$ cat config.mk
export PLATFORM = sky130hd
export DESIGN_NAME = fft_sched
export DESIGN_NICKNAME = d
export VERILOG_FILES = /design/src/rtl/fft_sched.sv
export SDC_FILE = /design/constraint.sdc
export NUM_CORES = 1
export LEC_CHECK = 0
export ABC_AREA = 1
export ABC_CLOCK_PERIOD_IN_PS = 1800
export CORE_UTILIZATION = 35
export DETAILED_ROUTE_END_ITERATION = 8
export PLACE_DENSITY = 0.61
export SLEW_MARGIN = 40
export SYNTH_ARGS = -nofsm -noshare
export SYNTH_HDL_FRONTEND = slang
export SYNTH_SLANG_ARGS = --single-unit
export TNS_END_PERCENT = 50
$ cat constraint.sdc
create_clock -name clk_i -period 1.8 [get_ports clk_i]
set_input_delay 0.36 -clock clk_i [delete_from_list [all_inputs] [get_ports clk_i]]
set_output_delay 0.36 -clock clk_i [all_outputs]
set_load 0.02 [all_outputs]
$ cat src/rtl/fft_sched.sv
// Address sequencer for an in-place radix-2 DIT FFT driving one butterfly unit.
// Walks stages and butterflies, then replays the read addresses LAT cycles later as write-back.
module fft_sched #(
    parameter  int LOG2_PTS = 3,
    parameter  int LAT      = 1,
    localparam int SW       = (LOG2_PTS > 2) ? $clog2(LOG2_PTS) : 1,
    localparam int KW       = LOG2_PTS - 1
) (
    input  logic                clk_i,
    input  logic                reset,
    input  logic                start_i,
    output logic                busy_o,
    output logic                done_o,
    output logic [SW-1:0]       stage_o,
    output logic                rd_en_o,
    output logic [LOG2_PTS-1:0] rd_addr_a_o,
    output logic [LOG2_PTS-1:0] rd_addr_b_o,
    output logic [KW-1:0]       tw_idx_o,
    output logic                wr_en_o,
    output logic [LOG2_PTS-1:0] wr_addr_a_o,
    output logic [LOG2_PTS-1:0] wr_addr_b_o
);

    typedef enum logic [1:0] {IDLE, RUN, DRAIN, DONE} state_t;

    localparam logic [SW-1:0] S_LAST   = SW'(LOG2_PTS - 1);
    localparam logic [KW-1:0] K_LAST   = '1;
    localparam logic [2:0]    CNT_LAST = 3'(LAT - 1);

    state_t            state_q, state_d;
    logic [SW-1:0]     s_q, s_d;
    logic [KW-1:0]     k_q, k_d;
    logic [2:0]        cnt_q, cnt_d;

    logic [LOG2_PTS-1:0] kExt, hVal, pos, grp, addrA, twFull;

    always_ff @(posedge clk_i or posedge reset) begin
        if (reset) begin
            state_q <= IDLE;
            s_q     <= '0;
            k_q     <= '0;
            cnt_q   <= '0;
        end else begin
            state_q <= state_d;
            s_q     <= s_d;
            k_q     <= k_d;
            cnt_q   <= cnt_d;
        end
    end

    // The drain hold guarantees the last write of a stage lands before the next stage reads.
    always_comb begin
        state_d = state_q;
        s_d     = s_q;
        k_d     = k_q;
        cnt_d   = cnt_q;
        case (state_q)
            IDLE: begin
                if (start_i) begin
                    state_d = RUN;
                    s_d     = '0;
                    k_d     = '0;
                end
            end
            RUN: begin
                if (k_q == K_LAST) begin
                    if (LAT > 0) begin
                        state_d = DRAIN;
                        cnt_d   = '0;
                    end else if (s_q == S_LAST) begin
                        state_d = DONE;
                    end else begin
                        s_d = s_q + 1'b1;
                        k_d = '0;
                    end
                end else begin
                    k_d = k_q + 1'b1;
                end
            end
            DRAIN: begin
                if (cnt_q == CNT_LAST) begin
                    if (s_q == S_LAST) begin
                        state_d = DONE;
                    end else begin
                        state_d = RUN;
                        s_d     = s_q + 1'b1;
                        k_d     = '0;
                    end
                end else begin
                    cnt_d = cnt_q + 3'd1;
                end
            end
            DONE: begin
                state_d = IDLE;
                s_d     = '0;
            end
            default: state_d = IDLE;
        endcase
    end

    // Bit s of addrA is always clear, so OR-ing in h is the same as adding it.
    always_comb begin
        kExt        = {1'b0, k_q};
        hVal        = {{(LOG2_PTS-1){1'b0}}, 1'b1} << s_q;
        pos         = kExt & (hVal - 1'b1);
        grp         = kExt >> s_q;
        addrA       = ((grp << s_q) << 1) | pos;
        twFull      = pos << (S_LAST - s_q);
        rd_en_o     = (state_q == RUN);
        rd_addr_a_o = rd_en_o ? addrA : '0;
        rd_addr_b_o = rd_en_o ? (addrA | hVal) : '0;
        tw_idx_o    = rd_en_o ? twFull[KW-1:0] : '0;
        busy_o      = (state_q == RUN) || (state_q == DRAIN);
        done_o      = (state_q == DONE);
        stage_o     = s_q;
    end

    generate
        if (LAT == 0) begin : gNoPipe
            assign wr_en_o     = rd_en_o;
            assign wr_addr_a_o = rd_addr_a_o;
            assign wr_addr_b_o = rd_addr_b_o;
        end else begin : gPipe
            logic                pipeEn_q [LAT];
            logic [LOG2_PTS-1:0] pipeA_q  [LAT];
            logic [LOG2_PTS-1:0] pipeB_q  [LAT];

            // Read addresses are already zero when idle, so the delayed copies need no masking.
            always_ff @(posedge clk_i or posedge reset) begin
                if (reset) begin
                    for (int i = 0; i < LAT; i++) begin
                        pipeEn_q[i] <= 1'b0;
                        pipeA_q[i]  <= '0;
                        pipeB_q[i]  <= '0;
                    end
                end else begin
                    pipeEn_q[0] <= rd_en_o;
                    pipeA_q[0]  <= rd_addr_a_o;
                    pipeB_q[0]  <= rd_addr_b_o;
                    for (int i = 1; i < LAT; i++) begin
                        pipeEn_q[i] <= pipeEn_q[i-1];
                        pipeA_q[i]  <= pipeA_q[i-1];
                        pipeB_q[i]  <= pipeB_q[i-1];
                    end
                end
            end

            assign wr_en_o     = pipeEn_q[LAT-1];
            assign wr_addr_a_o = pipeA_q[LAT-1];
            assign wr_addr_b_o = pipeB_q[LAT-1];
        end
    endgenerate

endmodule

==> impl_metrics.yaml <==
route:
  drc: 0
  wl_per_cell_um: 12.0
  drtPass1Iterations: 7
  drt_iter0_drc: 27
  vias: 851
  ant_nets: 0
  vias_per_cell: 4.81
  drt-total-wl_um: 2120
floorplanning:
  die_y_um: 54.4
  dieWidth_um: 54.4
  num_rows: 18
  start_util: 0.378
  coreArea_um2: 2540
  io_pins: 23
  dieArea_um2: 2960
min_path:
  worstHoldPathType: "in2async"
critical_path:
  reg2reg_setup_slack_ns: 0.27
  slowest_delay_ns: 0.38
  path_buf_inv: 2
  cp.arrival_ns: 1.42
  critical_path_peak_fanout: 2
  cpLargestDelayFamily: "flip-flops"
  crit_type: "reg2out"
  reg2reg_from: "state_q[0]"
  required_ns: 1.44
  cp_slowest_cell: "dfrtp_1"
  start_kind: "register"
  timing.critical_path.to_type: "output port"
  reg2reg_to: "cnt_q[0]"
  cp_cell_sequence: "inv_2 > ha_4 > nand2_2 > a211oi_2 > buf_4"
  rr_worst_depth: 9
timing:
  finalHoldViolCount: 0
  fmax_ghz: 0.563
  finClkSkew_ns: 0.00760
  drv_slew: 0
  rsz0062_at_grt: "yes"
  setup_violations: 0
  setup_slack_ns: 0.0225
  fin_crit_ns: 1.78
  tns_ns: 0
  slew_headroom: 0.808
  period_share: 0.988
  worst_slew_pin_slew_ns: 0.287
cts:
  cts-buffers-inserted: 3
  cts_tree: "done"
  cts_sinks: 16
  cts_root_buf: "clkbuf_4"
  clockBufferDepth: 2
  cts_hold_buffers: 0
  clk_latency_ns: 0.29
  htree_levels: 1
  clk_pin_slew_ns: 0.10
logic_synthesis:
  syn_area_um2: 961
  synthCells: 111
  synth_xor_area_frac: 0
  synth_mux_area_frac: 0
  synth-seq-cells: 16
  synth_compound_area_frac: 0.0664
  synth_area_leaders: "dfrtp_1 42%, ha_1 13%, nand2_1 9.8%"
  synth_fa_ha_area_frac: 0.130
  syn_area_per_cell_um2: 8.66
  yosysWarningCount: 0
  ys_seq_area_frac: 0.417
  synth-simple-area-share: 0.283
  synth.net_count: 124
  synth_top_family_by_area: "simple AND/OR/NAND/NOR gates"
  synth_cell_types: 21
  synth_top_area_frac: 0.417
  yosysTopAreaCell: "dfrtp_1"
layout:
  final_core_util: 0.538
  layout.cells.non_filler: 177
  syn2layout_area_growth_pct: 42.6
  drive_gt1_frac: 0.374
  ff_latch_area_um2: 400
  multi_input_area_um2: 529
  diodes: 0
  fill_cells: 247
  nets: 161
status:
  outcome: "complete, no violations"
pwr:
  power_mw: 1.98
  p_leak_nw: 0.753
  vdd_ir_drop_max_v: 0.000964
  pwr_density_cell_nw_per_um2: 1440
global_routing:
  grt_use_total: 0.166
  grt_pass1_wl_um: 3420
  grt_max_degree: 17
  grt.overflow.total: 0
  antenna_found_initial: 0
  grt_pass1_vias: 774
job:
  drv_cap: 0
place:
  pre_cts_ws_ns: -0.181
  place_inst: 173
  numPortBuffers: 22
  place_congestion: 0.752
  post-dp-hpwl_um: 1600
## placed cells by master, fill, tap and decap left out, drive strengths merged
cell type / n
a211oi: 1
a21oi: 4
a31oi: 1
buf: 20
clkbuf: 6
clkdlybuf4s50: 9
dfrtp: 16
dlygate4sd2: 1
dlymetal6s2s: 2
ha: 10
inv: 20
nand2: 28
nand3: 8
nand4: 4
nor2: 9
nor3: 1
o21ai: 6
or2: 1
## worst max path at each step
stage	to	startpoint	depth (start not counted)
floorplan	rd_addr_b_o[1]	state_q[1]	5
global placement	tw_idx_o[1]	stage_o[0]	5
global route	rd_addr_b_o[2]	state_q[1]	5
detailed placement	tw_idx_o[1]	stage_o[0]	5
CTS	tw_idx_o[1]	stage_o[0]	5
finish	tw_idx_o[1]	stage_o[1]	5
## power breakdown
part | leakage (nW) | switching, mW | internal (mW)
clock network | 0.0210 | 0.114 | 0.123
registers | 0.215 | 0.0619 | 0.455
logic | 0.517 | 0.714 | 0.511
total | 0.753 | 0.890 | 1.09
## layout make-up
class / instances / area share
flip-flops and latches: 16 / 0.292
repair buffers: 34 / 0.211
clock buffers: 4 / 0.0265
well taps: 30 / 0.0274
inverters: 20 / 0.0566
multi-input cells: 73 / 0.386
## flip-flops by register name, summed over array words and instances, names as in the netlist
| signal | flops |
|---|---|
| k_q | 2 |
| stage_o | 2 |
| state_q | 2 |
| wr_en_o | 1 |
| cnt_q | 3 |
| wr_addr_a_o | 3 |
| wr_addr_b_o | 3 |
## Yosys cell counts
master / instances
nand2_4: 2
a31oi_1: 1
buf_6: 2
o21ai_1: 6
nand3_1: 4
inv_1: 16
nor2_2: 1
ha_1: 10
nor2_8: 1
nor2_1: 7
inv_4: 1
a211oi_1: 1
or2_2: 1
nor3_1: 1
nand3_2: 4
dfrtp_1: 16
nand2_1: 25
a21oi_1: 4
nand4_1: 4
nand2_2: 1
inv_2: 3
## metrics by stage
stage / instance area, um^2 / hold WS, ns
floorplan: 971 / 0.274
global placement: 1300 / 0.486
detailed placement: 1300 / 0.506
CTS: 1310 / 0.376
global route: 1370 / 0.414
finish: 1370 / 0.364
## repair_timing
item | CTS | global route
cloned | 0 | 0
resized for setup | 41 | 25
endpoints found under the setup margin | 11 | 12
buffers inserted | 0 | 0
pin swaps | 1 | 4
## worst register-to-register path: cells and delay by family, from the launching register on
kind	cells	cell delay, ns
and+or+nand+nor	3	0.26
AOI/OAI and AO/OA	1	0.06
buffers and inverters	4	0.46
DFF	1	0.40
adders and majority gates	1	0.24
## metal layers
metal	wire length [um]	track usage	share of wire	up-vias
met2	1040	0.264	0.49	30
met4	32	0.0769	0.015	0
met5	0	0	0	-
li1	-	-	-	418
met3	106	0.0333	0.050	6
met1	937	0.215	0.44	397
## kinds of logic (layout without fill, tap and decap cells)
group,count (synthesis),after routing
flops,16,16
compound gates,12,12
buf+inv,22,58
fa+ha+maj,10,10
simple gates,51,51
No activity file was read; power rests on OpenSTA's default activity.
